<file path="src/rtl/decode_queue_pkg.sv">
// Shared RV32I decode definitions: opcodes, immediate formats
// and the decoded queue entry handed to execute.
package decode_queue_pkg;

  localparam int XLEN   = 32;
  localparam int AW     = 32;
  localparam int RAW    = 5;

  typedef enum logic [6:0] {
    OP_LUI    = 7'h37,
    OP_AUIPC  = 7'h17,
    OP_JAL    = 7'h6F,
    OP_JALR   = 7'h67,
    OP_BRANCH = 7'h63,
    OP_LOAD   = 7'h03,
    OP_STORE  = 7'h23,
    OP_IMM    = 7'h13,
    OP_REG    = 7'h33
  } opcode_t;

  typedef enum logic [2:0] {
    IMM_R,
    IMM_I,
    IMM_S,
    IMM_B,
    IMM_U,
    IMM_J
  } imm_fmt_t;

  typedef struct packed {
    logic [AW-1:0]   pc;
    logic [6:0]      opcode;
    logic [RAW-1:0]  rd_addr;
    logic [XLEN-1:0] rs1_data;
    logic [XLEN-1:0] rs2_data;
    logic [XLEN-1:0] imm;
    logic [2:0]      funct3;
    logic [6:0]      funct7;
    logic            illegal;
  } dec_entry_t;

endpackage

</file>
<file path="src/rtl/decode_queue_rv32i_decoder.sv">
// Combinational RV32I field extraction, immediate
// generation and illegal-opcode detection.
module rv32i_decoder
  import decode_queue_pkg::*;
(
  input  logic [31:0]     i_ins,
  output logic [6:0]      o_opcode,
  output logic [RAW-1:0]  o_rd,
  output logic [RAW-1:0]  o_rs1,
  output logic [RAW-1:0]  o_rs2,
  output logic [2:0]      o_funct3,
  output logic [6:0]      o_funct7,
  output logic [XLEN-1:0] o_imm,
  output logic            o_illegal
);

  imm_fmt_t w_fmt;

  assign o_opcode = i_ins[6:0];
  assign o_rd     = i_ins[11:7];
  assign o_funct3 = i_ins[14:12];
  assign o_rs1    = i_ins[19:15];
  assign o_rs2    = i_ins[24:20];
  assign o_funct7 = i_ins[31:25];

  always_comb begin
    w_fmt     = IMM_R;
    o_illegal = 1'b0;
    case (i_ins[6:0])
      OP_LUI, OP_AUIPC:         w_fmt = IMM_U;
      OP_JAL:                   w_fmt = IMM_J;
      OP_JALR, OP_LOAD, OP_IMM: w_fmt = IMM_I;
      OP_BRANCH:                w_fmt = IMM_B;
      OP_STORE:                 w_fmt = IMM_S;
      OP_REG:                   w_fmt = IMM_R;
      default:                  o_illegal = 1'b1;
    endcase
  end

  always_comb begin
    o_imm = '0;
    case (w_fmt)
      IMM_I: o_imm = {{20{i_ins[31]}}, i_ins[31:20]};
      IMM_S: o_imm = {{20{i_ins[31]}}, i_ins[31:25],
                      i_ins[11:7]};
      IMM_B: o_imm = {{19{i_ins[31]}}, i_ins[31], i_ins[7],
                      i_ins[30:25], i_ins[11:8], 1'b0};
      IMM_U: o_imm = {i_ins[31:12], 12'h000};
      IMM_J: o_imm = {{11{i_ins[31]}}, i_ins[31],
                      i_ins[19:12], i_ins[20],
                      i_ins[30:21], 1'b0};
      default: o_imm = '0;
    endcase
  end

endmodule

</file>
<file path="src/rtl/decode_queue.sv">
// RV32I decode stage: decode + operand read with write-back
// bypass, feeding a DEPTH-entry circular queue toward execute.
module decode_queue
  import decode_queue_pkg::*;
#(
  parameter int DEPTH          = 4,
  parameter int ADDR_WIDTH     = 32,
  parameter int DATA_WIDTH     = 32,
  parameter int REG_ADDR_WIDTH = 5
) (
  input  logic                      clk,
  input  logic                      rst,
  input  logic                      in_valid,
  output logic                      in_ready,
  input  logic [ADDR_WIDTH-1:0]     in_pc,
  input  logic [31:0]               in_ins,
  output logic [REG_ADDR_WIDTH-1:0] rf_rs1_addr,
  output logic [REG_ADDR_WIDTH-1:0] rf_rs2_addr,
  input  logic [DATA_WIDTH-1:0]     rf_rs1_data,
  input  logic [DATA_WIDTH-1:0]     rf_rs2_data,
  input  logic                      wb_valid,
  input  logic [REG_ADDR_WIDTH-1:0] wb_rd,
  input  logic [DATA_WIDTH-1:0]     wb_data,
  input  logic                      flush,
  input  logic                      pause,
  output logic                      out_valid,
  input  logic                      out_ready,
  output dec_entry_t                out_entry,
  output logic [$clog2(DEPTH):0]    count
);

  localparam int PW = $clog2(DEPTH);
  localparam int CW = PW + 1;

  logic [6:0]            w_opcode;
  logic [RAW-1:0]        w_rd;
  logic [RAW-1:0]        w_rs1;
  logic [RAW-1:0]        w_rs2;
  logic [2:0]            w_funct3;
  logic [6:0]            w_funct7;
  logic [XLEN-1:0]       w_imm;
  logic                  w_illegal;
  logic [XLEN-1:0]       w_rs1_data;
  logic [XLEN-1:0]       w_rs2_data;
  logic                  w_push;
  logic                  w_pop;
  dec_entry_t            w_entry;

  dec_entry_t            r_mem [DEPTH];
  logic [PW-1:0]         r_rd_ptr;
  logic [PW-1:0]         r_wr_ptr;
  logic [CW-1:0]         r_count;

  rv32i_decoder u_dec (
    .i_ins     (in_ins),
    .o_opcode  (w_opcode),
    .o_rd      (w_rd),
    .o_rs1     (w_rs1),
    .o_rs2     (w_rs2),
    .o_funct3  (w_funct3),
    .o_funct7  (w_funct7),
    .o_imm     (w_imm),
    .o_illegal (w_illegal)
  );

  assign rf_rs1_addr = w_rs1;
  assign rf_rs2_addr = w_rs2;

  // x0 beats any bypass; a write-back hit beats the file
  always_comb begin
    w_rs1_data = rf_rs1_data;
    if (w_rs1 == '0)
      w_rs1_data = '0;
    else if (wb_valid && wb_rd == w_rs1)
      w_rs1_data = wb_data;
    w_rs2_data = rf_rs2_data;
    if (w_rs2 == '0)
      w_rs2_data = '0;
    else if (wb_valid && wb_rd == w_rs2)
      w_rs2_data = wb_data;
  end

  always_comb begin
    w_entry          = '0;
    w_entry.pc       = in_pc;
    w_entry.opcode   = w_opcode;
    w_entry.rd_addr  = w_rd;
    w_entry.rs1_data = w_rs1_data;
    w_entry.rs2_data = w_rs2_data;
    w_entry.imm      = w_imm;
    w_entry.funct3   = w_funct3;
    w_entry.funct7   = w_funct7;
    w_entry.illegal  = w_illegal;
  end

  assign out_valid = (r_count != '0);
  assign out_entry = r_mem[r_rd_ptr];
  assign count     = r_count;
  assign in_ready  = ~rst & ~flush & ~pause &
                     ((r_count < CW'(DEPTH)) | out_ready);
  assign w_push    = in_valid & in_ready;
  assign w_pop     = out_valid & out_ready;

  always_ff @(posedge clk) begin
    if (w_push) r_mem[r_wr_ptr] <= w_entry;
  end

  always_ff @(posedge clk or posedge rst) begin
    if (rst) begin
      r_rd_ptr <= '0;
      r_wr_ptr <= '0;
      r_count  <= '0;
    end else if (flush) begin
      r_rd_ptr <= '0;
      r_wr_ptr <= '0;
      r_count  <= '0;
    end else begin
      if (w_push) r_wr_ptr <= r_wr_ptr + PW'(1);
      if (w_pop)  r_rd_ptr <= r_rd_ptr + PW'(1);
      if (w_push && !w_pop)
        r_count <= r_count + CW'(1);
      else if (w_pop && !w_push)
        r_count <= r_count - CW'(1);
    end
  end

endmodule

</file>
<file path="config.mk">
export PLATFORM = sky130hd
export DESIGN_NAME = decode_queue
export DESIGN_NICKNAME = d
export VERILOG_FILES = /design/src/rtl/decode_queue_pkg.sv /design/src/rtl/decode_queue_rv32i_decoder.sv /design/src/rtl/decode_queue.sv
export SDC_FILE = /design/constraint.sdc
export NUM_CORES = 1
export LEC_CHECK = 0
export ABC_AREA = 1
export BUFFER_PORTS_ARGS = -buffer_cell sky130_fd_sc_hd__buf_2
export CELL_PAD_IN_SITES_DETAIL_PLACEMENT = 1
export CELL_PAD_IN_SITES_GLOBAL_PLACEMENT = 1
export CORE_MARGIN = 4
export CORE_UTILIZATION = 40
export CTS_CLUSTER_SIZE = 10
export DETAILED_ROUTE_END_ITERATION = 10
export GPL_ROUTABILITY_DRIVEN = 1
export GPL_TIMING_DRIVEN = 1
export PLACE_DENSITY = 0.81
export SYNTH_ARGS = -nofsm -noshare
export SYNTH_HDL_FRONTEND = slang
export SYNTH_SLANG_ARGS = --single-unit
</file>
<file path="constraint.sdc">
create_clock -name clk -period 9.08 [get_ports clk]
set_input_delay 0.454 -clock clk [delete_from_list [all_inputs] [get_ports clk]]
set_output_delay 0.454 -clock clk [all_outputs]
set_load 0.02 [all_outputs]
</file>
==> out/qor.txt <==
status = finished clean
1st-iter DRT viols = 1525
CP cell instances = inv_8, buf_4, o21ai_0, o22ai_1, buf_2
worst-case reg-to-reg path depth = 5
Final ANT Viol Nets = 0
RSZ-0062 raised after global routing = no
via count = 17566
number of cells produced by synthesis = 2031
number of H-tree levels = 3
largest net degree at the start of global routing = 217
Max Root-Sink Buffers = 3
share of the synthesized area in the top cell type = 73.05%
YS warnings = 0
M1 GR Usage = 27.23%
pwr dens = 248.0 nW/µm²
fmax = 0.2176 GHz
Post-Syn Area = 24830 µm²
Final HPWL DP = 44.89 mm
Relative slew margins = 19.54%
Worst Hold Class = in -> reg
prevailing post-synth register cell = edfxtp_1
gr busiest metal = met2
share of cells above drive strength 1 = 19.50%
width of the die = 257.1 µm
Die Area = 66120 µm²
CP max stage delay = 0.93 ns
ranking of synthesized cells by area = edfxtp_1, nor2_1, o21ai_0
crit-path max FO = 216
All-Layer GR Usage = 21.66%
CP startpoint kind = register
Final TNS setup = 0 ns
nets = 2507
Clock Sinks = 611
number of fill cells = 6520
Final setup viols = 0
Post-synth EDFFs = 604
Avg Inst Size Synth = 12.22 µm²
Worst-Margin Slew = 1.207 ns
area grow syn2layout = 17.14%
port bufs = 337
vias per cell = 5.493
GPL Wtd Cong = 0.8186
Slew Limit Fails = 0
hold depth = 1
Worst EP arrival = 4.14 ns
Post-Place Setup Slack = 5.172 ns
CP Class = reg -> out
ys async rst share = 1.146%
grt total ovfl = 0
TritonRoute pass-1 iters = 5
Starting Density = 40.31%
DIE HEIGHT = 257.1 µm
Skew-Pair Late Insertion Delay = 0.60 ns
part of the cycle the worst path needs = 50.62%
critical path's slowest cell = inv_8
Max Cap Viol = 0
first-pass GRT wire length = 110.7 mm
slack of the critical path = 4.484 ns
leak pwr = 0.01090 µW
# DRC = 0
final wirelength = 74.24 mm
Site Rows = 91
Crit. End Element = output pin
WL/cell = 23.21 µm
CTS tree = done
io pins = 338
fin crit period = 4.596 ns
vias in the first global route = 18637
Syn Nets = 2208
Reg clk slew, reported paths = 0.06 ns
register area share after synthesis = 73.76%
Core Area = 61600 µm²
Clock Skew = 0.02087 ns
commonest cells in the netlist = edfxtp_1, nor2_1, o21ai_0
CTS Buf Count = 72
FF+latch count, synth = 611
Synth cell types = 29
routing usage on met3 = 4.901%
critical path required time = 8.63 ns
count leader, synth = edfxtp_1
Post CTS Setup Buffer Count = 0
initial antenna violation count = 5
Final Hold Fails = 0
VDD IR-drop max = 0.0002102 V
area leader, netlist = edfxtp_1
root buf cell = clkbuf_16
GR Util met2 = 37.58%
worst max-delay path, delay by kind of cell (launching register included):
kind	cells	cell delay, ns
AO/OA/AOI/OAI	2	0.56
buffers and inverters	3	2.04
flip-flops	1	0.74
area by class of cell:
type	count	area (µm²)	area share (%)
Tap cell	837	1047	3.601
Clock buffer	88	1904	6.548
Inverter	97	374.1	1.286
Timing Repair Buffer	356	1844	6.341
Multi-Input combinational cell	1192	5456	18.76
Clock inverter	10	118.9	0.4087
Sequential cell	611	18320	62.99
Antenna cell	7	17.52	0.06023
metal layers:
layer,share of wire (%),wire [µm],vias to the layer above
met5,0.036,27,-
met4,2.5,1828,4
met3,7.4,5486,134
met2,50,37470,640
met1,40,29430,8990
li1,-,-,7798
state kept, by name (all words and copies together), names as in the netlist:
register,cells
count,3
r_mem,604
r_wr_ptr,2
r_rd_ptr,2
cells in the final DEF, fill, tap and decap left out, types with 17 or more instances in the layout:
master     count
buf_2        337
buf_4         17
clkbuf_16     74
edfxtp_1     604
inv_1         88
nand2_1      229
nand3_1       21
nor2_1       448
o21ai_0      297
o22ai_1      151
power by group:
part	internal, µW	switching, µW
registers	3140	40.8
clock network	1500	1070
logic	387	1070
path summary, 6_finish.rpt:
kind                                         startpoint                      end  slack (ns)
worst min register to register     count[1]$_DFFE_PP0P_     count[1]$_DFFE_PP0P_        0.62
max in group asynchronous                           rst  r_rd_ptr[0]$_DFFE_PP0P_        8.46
worst min-delay path                           in_pc[9]  r_mem[2][128]$_DFFE_PP_        0.06
min in group asynchronous                           rst     count[0]$_DFFE_PP0P_        0.35
worst max-delay path            r_rd_ptr[0]$_DFFE_PP0P_            out_entry[87]        4.48
worst max register to register     count[2]$_DFFE_PP0P_   r_mem[3][94]$_DFFE_PP_        5.58
logic make-up after synthesis:
| family | synth area share [%] |
|---|---|
| fa+ha+maj | 0.2822 |
| simple gates | 11.23 |
| flops | 73.76 |
| buf+inv | 4.425 |
| compound gates | 10.27 |
| xor+xnor | 0.03528 |
metrics by stage:
stage | std cells | power (µW) | hold slack (ns) | area [µm²] | util [%]
2_1_floorplan | 2031 | 4151 | 0.2656 | 24830 | -
3_3_place_gp | 3092 | 4627 | 0.4057 | 27030 | 43.89
3_5_place_dp | 3092 | 4692 | 0.4197 | 27030 | 43.89
4_1_cts | 3191 | 7265 | 0.02581 | 29070 | 47.19
5_1_grt | 3192 | 7503 | 0.03967 | 29070 | 47.19
6_report | 3198 | 7211 | 0.06371 | 29080 | 47.21
what timing repair did:
item / 4_1_cts / 5_1_grt
endpoints found under the setup margin: 0 / 0
hold buffers: 1 / 0
endpoints found under the hold margin: 7 / 0
resized for setup: 0 / 0
No activity file was read; power rests on OpenSTA's default activity.
